==> src/rtl/bsub_pkg.sv <==
// Shared definitions for the bit-serial subtractor: FSM state type and
// counter width helper.
package bsub_pkg;

    typedef enum logic [1:0] {
        IDLE  = 2'd0,
        SHIFT = 2'd1,
        DONE  = 2'd2
    } bsub_state_e;

    // Width of a counter that indexes 0 .. width-1.
    function automatic int cnt_w(input int width);
        return (width > 1) ? $clog2(width) : 1;
    endfunction

endpackage

==> src/rtl/full_subtractor.sv <==
// Single-bit full subtractor cell: d = a - b - bin, bout on underflow.
module full_subtractor (
    input  logic a,
    input  logic b,
    input  logic bin,
    output logic d,
    output logic bout
);

    // Difference and borrow-out of one bit position.
    always_comb begin
        d    = a ^ b ^ bin;
        bout = (~a & b) | (~(a ^ b) & bin);
    end

endmodule

==> src/rtl/bit_serial_subtractor.sv <==
// Bit-serial subtractor: Diff = A - B - Bin, LSB first, one bit per clock,
// valid/ready handshake on input and output.
// Optional build macro BSUB_SATURATE_EN: clamp Diff to zero on final borrow.
module bit_serial_subtractor
    import bsub_pkg::*;
#(
    parameter int WIDTH = 4
) (
    input  logic             clk,
    input  logic             rst_n,
    input  logic             in_valid,
    output logic             in_ready,
    input  logic [WIDTH-1:0] A,
    input  logic [WIDTH-1:0] B,
    input  logic             Bin,
    output logic             out_valid,
    input  logic             out_ready,
    output logic [WIDTH-1:0] Diff,
    output logic             Bout,
    output logic             Zero
);

    localparam int CNT_W = cnt_w(WIDTH);
    localparam logic [CNT_W-1:0] CNT_LAST = CNT_W'(WIDTH - 1);

    bsub_state_e      state_q;
    logic [CNT_W-1:0] cnt_q;
    logic [WIDTH-1:0] a_sr_q;
    logic [WIDTH-1:0] b_sr_q;
    logic [WIDTH-1:0] diff_sr_q;
    logic             borrow_q;
    logic             in_ready_q;
    logic             out_valid_q;
    logic [WIDTH-1:0] diff_q;
    logic             bout_q;
    logic             zero_q;

    logic             cell_d;
    logic             cell_bout;
    logic [WIDTH-1:0] diff_sr_d;
    logic [WIDTH-1:0] diff_d;
    logic             zero_d;

    full_subtractor u_cell (
        .a    (a_sr_q[0]),
        .b    (b_sr_q[0]),
        .bin  (borrow_q),
        .d    (cell_d),
        .bout (cell_bout)
    );

    // Next shifted difference and the result that would be published this edge.
    always_comb begin
        diff_sr_d = {cell_d, diff_sr_q[WIDTH-1:1]};
`ifdef BSUB_SATURATE_EN
        if (cell_bout) begin
            diff_d = '0;
            zero_d = 1'b1;
        end else begin
            diff_d = diff_sr_d;
            zero_d = (diff_sr_d == '0);
        end
`else
        diff_d = diff_sr_d;
        zero_d = (diff_sr_d == '0);
`endif
    end

    // FSM, datapath shift registers and registered handshake/result outputs.
    always_ff @(posedge clk or negedge rst_n) begin
        if (!rst_n) begin
            state_q     <= IDLE;
            cnt_q       <= '0;
            a_sr_q      <= '0;
            b_sr_q      <= '0;
            diff_sr_q   <= '0;
            borrow_q    <= 1'b0;
            in_ready_q  <= 1'b1;
            out_valid_q <= 1'b0;
            diff_q      <= '0;
            bout_q      <= 1'b0;
            zero_q      <= 1'b0;
        end else begin
            case (state_q)
                IDLE: begin
                    if (in_valid) begin
                        a_sr_q     <= A;
                        b_sr_q     <= B;
                        borrow_q   <= Bin;
                        diff_sr_q  <= '0;
                        cnt_q      <= '0;
                        in_ready_q <= 1'b0;
                        state_q    <= SHIFT;
                    end
                end
                SHIFT: begin
                    diff_sr_q <= diff_sr_d;
                    borrow_q  <= cell_bout;
                    a_sr_q    <= {1'b0, a_sr_q[WIDTH-1:1]};
                    b_sr_q    <= {1'b0, b_sr_q[WIDTH-1:1]};
                    cnt_q     <= cnt_q + CNT_W'(1);
                    if (cnt_q == CNT_LAST) begin
                        diff_q      <= diff_d;
                        bout_q      <= cell_bout;
                        zero_q      <= zero_d;
                        out_valid_q <= 1'b1;
                        state_q     <= DONE;
                    end
                end
                DONE: begin
                    if (out_ready) begin
                        out_valid_q <= 1'b0;
                        in_ready_q  <= 1'b1;
                        state_q     <= IDLE;
                    end
                end
                default: begin
                    out_valid_q <= 1'b0;
                    in_ready_q  <= 1'b1;
                    state_q     <= IDLE;
                end
            endcase
        end
    end

    assign in_ready  = in_ready_q;
    assign out_valid = out_valid_q;
    assign Diff      = diff_q;
    assign Bout      = bout_q;
    assign Zero      = zero_q;

endmodule
==> config.mk <==
export PLATFORM = sky130hd
export DESIGN_NAME = bit_serial_subtractor
export DESIGN_NICKNAME = d
export VERILOG_FILES = /design/src/rtl/bsub_pkg.sv /design/src/rtl/full_subtractor.sv /design/src/rtl/bit_serial_subtractor.sv
export SDC_FILE = /design/constraint.sdc
export NUM_CORES = 1
export LEC_CHECK = 0
export ABC_AREA = 0
export CORE_MARGIN = 2
export CORE_UTILIZATION = 45
export CTS_BUF_LIST = sky130_fd_sc_hd__clkbuf_4 sky130_fd_sc_hd__clkbuf_8
export DETAILED_ROUTE_END_ITERATION = 8
export PLACE_DENSITY = 0.71
export SYNTH_ARGS = -nofsm -noshare
export SYNTH_HDL_FRONTEND = slang
export SYNTH_SLANG_ARGS = --single-unit
==> constraint.sdc <==
create_clock -name clk -period 3.25 [get_ports clk]
set_clock_uncertainty 0.15 [all_clocks]
set_input_delay 0.4875 -clock clk [delete_from_list [all_inputs] [get_ports clk]]
set_output_delay 0.4875 -clock clk [all_outputs]
set_load 0.005 [all_outputs]
## Word-level counts from Yosys, hierarchy flattened

Index checks and enable logic that the tools add are counted.

| word-level totals | value |
|---|---|
| input port bits | 13 |
| logic and storage cells | 55 |
| output and inout bits | 8 |
| register bits | 25 |

| operators by class | value |
|---|---|
| equality and inequality tests | 6 |
| muxes and demuxes | 20 |
| add/sub/neg operators | 1 |
| reductions and logical operators | 8 |
| bitwise operators | 9 |

Operator list:

| operator | number |
|---|---|
| 4-bit case mux with 2 select lines | 3 |
| 4-bit 2-to-1 mux | 3 |
| 3-bit AND reduction | 3 |
| 2-bit 2-to-1 mux | 4 |
| 2-bit != test, second input constant | 3 |
| 1-bit case mux with 3 select lines | 2 |
| 2-bit case mux with 3 select lines | 1 |
| 1-bit 2-to-1 mux | 5 |
| 2-bit == test, second input constant | 2 |
| 4-bit logical NOT | 1 |
| 1-bit NOT | 4 |
| 2-bit case mux with 2 select lines | 1 |
| 2-bit AND reduction | 2 |
| 2-bit by 1-bit adder with 2-bit output, second input constant | 1 |
| 1-bit bitwise AND | 2 |
| 2-bit by 1-bit == test with 1-bit output, second input constant | 1 |
| 2-bit logical NOT | 1 |
| 1-bit case mux with 2 select lines | 1 |
| 2-bit nonzero test | 1 |
| 1-bit bitwise XOR | 2 |
| 1-bit bitwise OR | 1 |

## Longest topological paths before layout

| logic depth | value |
|---|---|
| depth in word-level cells | 5 |
| depth in mapped cells | 4 |
| gate-level depth less buffers | 4 |

## By module

A second synthesis with hierarchy kept.

| unflattened totals | value |
|---|---|
| cell total of the unflattened synthesis | 90 |
| area total of the unflattened synthesis | 1,058.5 sq um |

Modules (own cells, without submodules):

| module | area each (sq um) | times used | cells an instance | seq. area each (sq um) |
|---|---|---|---|---|
| bit_serial_subtractor | 1,027.2 | 1 | 86 | 601.8 |
| full_subtractor | 31.3 | 1 | 4 | 0.0 |

## Least setup slack after synthesis

No wires, ideal clock.

| timing | value |
|---|---|
| path type | reg-to-reg |
| from | reg b_sr_q[0] |
| to | reg zero_q, in the netlist Zero |
| period minus slack after synthesis | 1.613 ns |
| path buffers | 0 |
| setup slack | 1.637 ns |
| data required time | 3.024 ns |
| cell stages (with the launch flop) | 5 |
| library setup time | 0.076 ns |
| data arrival time | 1.387 ns |
| cells stage by stage | dfrtp_1 > inv_1 > fa_1 > or4_1 > o21ai_1 |

| on the way | value |
|---|---|
| word-level cells in the longest chain between the ends | 3 |

Ends and longest elaborated chain:

| what | line | source |
|---|---|---|
| start, declared | bit_serial_subtractor.sv:29 | `logic [WIDTH-1:0] b_sr_q;` |
| start signal, assigned | bit_serial_subtractor.sv:100 | `b_sr_q <= {1'b0, b_sr_q[WIDTH-1:1]};` |
| 1-bit bitwise XOR (2 in a row) | full_subtractor.sv:12 | `d = a ^ b ^ bin;` |
| named net cell_d | bit_serial_subtractor.sv:38 | `logic cell_d;` |
| 4-bit logical NOT | bit_serial_subtractor.sv:65 | `zero_d = (diff_sr_d == '0);` |
| end signal, assigned | bit_serial_subtractor.sv:105 | `zero_q <= zero_d;` |
| end, declared | bit_serial_subtractor.sv:36 | `logic zero_q;` |

The timed path passes the listed nets, and every way through them passes these cells.
A chain may end at the register's enable or synchronous reset.

## Worst setup path in the final report

| timing | value |
|---|---|
| from | reg in_ready_q, in the netlist in_ready |
| to | out in_ready |

RTL lines:

| what | line | source |
|---|---|---|
| start, declared | bit_serial_subtractor.sv:32 | `logic in_ready_q;` |
| start signal, assigned | bit_serial_subtractor.sv:78 | `in_ready_q <= 1'b1;` |
| start signal, assigned | bit_serial_subtractor.sv:92 | `in_ready_q <= 1'b0;` |
| start signal, assigned | bit_serial_subtractor.sv:113 | `in_ready_q <= 1'b1;` |
| end, declared | bit_serial_subtractor.sv:12 | `output logic in_ready,` |

No word-level cell between the ends.

==> results <==
- The stage delay of the slowest cell on the critical path is 0.58 ns.
- Of all cell types, the one taking the most synthesized area is sky130_fd_sc_hd__dfrtp_1.
- After routing, the total negative slack on setup checks comes to 0 ns.
- The category of the most critical setup path is flip-flop to output pin.
- OpenSTA, run right after detailed placement, puts the worst setup slack at 1.16 ns.
- For this run, the detailed router's first-pass iteration total came to 4.
- Dividing the detail-routed wire length by the instance count gives 15.3 um.
- By area, the combinational part of the netlist is dominated by compound AO/OA/AOI/OAI gates.
- The first-pass GRT wire length is 3.58 mm.
- The number of antenna violations at the first check in global routing is 0.
- 0 antenna diodes ended up in the layout.
- The worst-case setup margin in the final layout is 1.22 ns.
- TritonCTS created 3 clock buffers.
- After synthesis the cells add up to 1100 um2.
- In this run the standard cell core region covers 2250 um2.
- The die is 53.4 um wide.
- In the final layout, flip-flops and latches occupy 602 um2.
- The tightest min-delay check is of the flip-flop to flip-flop type.
- During synthesis, Yosys emitted a total of 0 warnings.
- The total die area is 2850 um2.
- Across the VDD grid, the largest voltage drop is 0.000518 V.
- At the pin with the least slew margin, the transition time is 0.631 ns.
- The total of buffers placed on input and output ports is 20.
- The number of enable-type register cells in the synthesized netlist is 0.
- The data required time at the worst endpoint is 2.61 ns.
- The clock root buffer master is sky130_fd_sc_hd__clkbuf_4.
- The endpoint identified for the worst register-to-register timing path is Zero.
- The number of standard-cell rows in the floorplan is 17.
- Of the total synthesized cell area, the portion taken by full adders, half adders and majority gates is 2.96%.
- Grouping stages by cell kind, the critical path spends the most delay in flip-flops.
- The startpoint kind of the worst setup timing path is a flip-flop.
- After Yosys synthesis, XOR and XNOR cells account for 0% of the synthesized area.
- The fraction of synthesized area in multiplexers is 4.10%.
- The cell area power density is 928 nW/um2.
- For this design, the CTS-stage hold fixing added 0 buffers.
- The share of post-route cells with drive strength above 1 is 15.8%.
- After detailed routing, the number of vias per cell comes to 5.62.
- The worst-skew pair later-pin latency is 0.32 ns.
- The hold-critical path endpoint is Bout.
- The starting density of the core is 48.7%.
- The mean post-synth cell area is 11.9 um2.
- The worst setup slack for register-to-register paths is 1.51 ns.
- The flip-flop and latch count after synthesis is 24.
- The most critical setup path has its startpoint at in_ready.
- Setup repair after global routing left no endpoint under its margin.
- The max-capacitance violation count is 0.
- The number of top-level design ports is 21.
- The slowest stage of the critical path belongs to the cell sky130_fd_sc_hd__dfstp_2.
- The signal on the critical path passes through clkdlybuf4s50_1.
- The area taken by multi-input logic gates is 455 um2.
- The layout-stage area growth over the synthesis result is 23.0%.
- Setup violations remaining at the end of the flow were counted as 0.
- After layout, the minimum clock period comes to 2.03 ns.
- The buffer count from post-CTS setup fixing is 0.
- Static timing analysis puts the maximum clock frequency at 492 MHz.
- The sequential element share of the synthesized area is 54.8%.
- The H-tree depth reported by CTS is 1.
- The TritonCTS clock tree is done.
- The final layout net count is 130.
- The synthesized netlist devotes 12.8% of its cell area to simple gates.
- In this run the vertical extent of the chip is 53.4 um.
- Entering global routing, the biggest net connects 25 pins.
- The total detailed-routing wirelength is 2.18 mm.
- The number of global-route vias before repair is 785.
- The area fraction in compound gates after synthesis is 21.6%.
- Once detail routing completed, the nets flagged for antenna violations numbered 0.
- The number of pins exceeding their max-slew limit in the final report is 0.
- At the end of routability-driven placement, the weighted congestion stood at 0.807.
- In this run the tightest slew margin relative to its limit is 57.9%.
- The leakage dissipation is 0.000582 uW.
- After synthesis, the largest area contributor takes up 52.4% of total cell area.
- In the routed design, unresolved DRC markers number 0.
- The number of buffer and inverter instances along the worst setup path is 1.
- For this run, asynchronously set or reset flops after synthesis account for 100%.
- Detailed placement ended at an HPWL of 1.58 mm.
- The logic depth of the worst setup path including buffers is 1.
- The number of distinct library cell variants in the gate-level netlist after synthesis is 30.
- Global routing used 17.8% of the available tracks.
- The clock passes through at most 2 buffers.
- The prevailing post-synth register cell is sky130_fd_sc_hd__dfrtp_1.
- The number of cells traversed by the worst register-to-register path is 4.
- After synthesis, the cell types taking the most area are sky130_fd_sc_hd__dfrtp_1, sky130_fd_sc_hd__mux2_2, sky130_fd_sc_hd__o22ai_1, sky130_fd_sc_hd__o21ai_0, sky130_fd_sc_hd__a21oi_1.
- The startpoint of the worst hold path is Bout.
- Clock tree synthesis found a total of 24 sinks.
- The run finished with clean final reports.
- When the netlist entered floorplanning its net count stood at 107.
- After synthesis, the most frequently instantiated cells are sky130_fd_sc_hd__dfrtp_1, sky130_fd_sc_hd__o21ai_0, sky130_fd_sc_hd__o22ai_1.
- After filler insertion, the fill cell instance count of the layout stands at 217.
- The number of gates resized after cts is 0.
- The final count of hold timing violations is 0.
- The hold path depth is 2.
- For this run the aggregate overflow at the end of global routing stands at 0.
- Along the worst path, the maximum fanout reaches 3.
- For this block, the initial DRC count from the detailed router was 9.
- The origin of the critical flop-to-flop path is b_sr_q[0].
- Among all cell types in the netlist, the one instantiated most often is sky130_fd_sc_hd__dfrtp_1.
- The endpoint type of the worst setup path is an output pin.
- Synthesis produced 92 cells.
- After clock tree synthesis, the clock-pin slew on the worst setup and hold paths is 0.13 ns.
- STA puts the critical path data arrival time at 1.39 ns.
- The detailed router placed 798 vias in this run.
- In the finished design, the share of the clock period the worst path needs comes to 62.5%.
==> final cells by class <==
| cell class | count | share of cell area, % |
|---|---|---|
| Multi-Input combinational cell | 61 | 33.7 |
| Inverter | 4 | 1.11 |
| Timing Repair Buffer | 21 | 15.4 |
| Sequential cell | 24 | 44.5 |
| Tap cell | 28 | 2.59 |
| Clock buffer | 4 | 2.69 |
==> worst max-delay path by stage <==
stage | endpoint
after global placement | borrow_q
after floorplan | Zero
final | in_ready
after CTS | in_ready
after detailed placement | borrow_q
after global routing | in_ready
==> registers in the layout, summed over array words and instances, names as in the netlist <==
name / flops
b_sr_q: 4
Zero: 1
diff_sr_q: 3
cnt_q: 2
Bout: 1
Diff: 4
out_valid: 1
state_q: 2
a_sr_q: 4
borrow_q: 1
in_ready: 1
==> cell families (layout without fill, tap and decap cells) <==
kind of cell / after synthesis / after routing
compound gates: 33 / 33
flops: 24 / 24
simple gates: 22 / 22
buf+inv: 7 / 29
mux: 4 / 4
fa+ha+maj: 2 / 2
==> routing by layer <==
| metal | track usage, % | up-vias | routed length, um | part of all wire (%) |
|---|---|---|---|---|
| met5 | 0 | - | 0 | 0 |
| met4 | 8.12 | 0 | 53 | 2.4 |
| met3 | 2.54 | 5 | 89 | 4.1 |
| met2 | 29.8 | 24 | 1030 | 47 |
| met1 | 22.5 | 387 | 1000 | 46 |
| li1 | - | 382 | - | - |
==> placed cells by master, fill, tap and decap left out, types with 2 or more instances in the layout <==
| cell type | n |
|---|---|
| sky130_fd_sc_hd__a21oi_1 | 6 |
| sky130_fd_sc_hd__a22o_1 | 2 |
| sky130_fd_sc_hd__a22o_2 | 2 |
| sky130_fd_sc_hd__clkbuf_4 | 3 |
| sky130_fd_sc_hd__clkdlybuf4s50_1 | 20 |
| sky130_fd_sc_hd__dfrtp_1 | 23 |
| sky130_fd_sc_hd__inv_1 | 4 |
| sky130_fd_sc_hd__mux2_2 | 4 |
| sky130_fd_sc_hd__nand2_1 | 6 |
| sky130_fd_sc_hd__nand2b_1 | 3 |
| sky130_fd_sc_hd__nand3b_1 | 2 |
| sky130_fd_sc_hd__nor2_1 | 5 |
| sky130_fd_sc_hd__o21ai_0 | 8 |
| sky130_fd_sc_hd__o221a_1 | 2 |
| sky130_fd_sc_hd__o22ai_1 | 7 |
==> power breakdown <==
group	total, uW	internal [uW]	switching [uW]
Clock	160	68.5	91.1
Sequential	572	435	136
Combinational	522	299	223
Total	1250	803	451
==> through the flow <==
stage / total power [uW] / cell area (um2) / cells / utilization [%] / hold WS (ns)
6_report: 1250 / 1350 / 142 / 59.9 / 0.348
5_1_grt: 1350 / 1350 / 142 / 59.9 / 0.370
4_1_cts: 1260 / 1350 / 142 / 59.9 / 0.356
3_5_place_dp: 1110 / 1320 / 138 / 58.3 / 0.328
3_3_place_gp: 1080 / 1320 / 138 / 58.3 / 0.315
2_1_floorplan: 924 / 1100 / 92 / - / 0.0419
(Power assumes the default switching activity.)
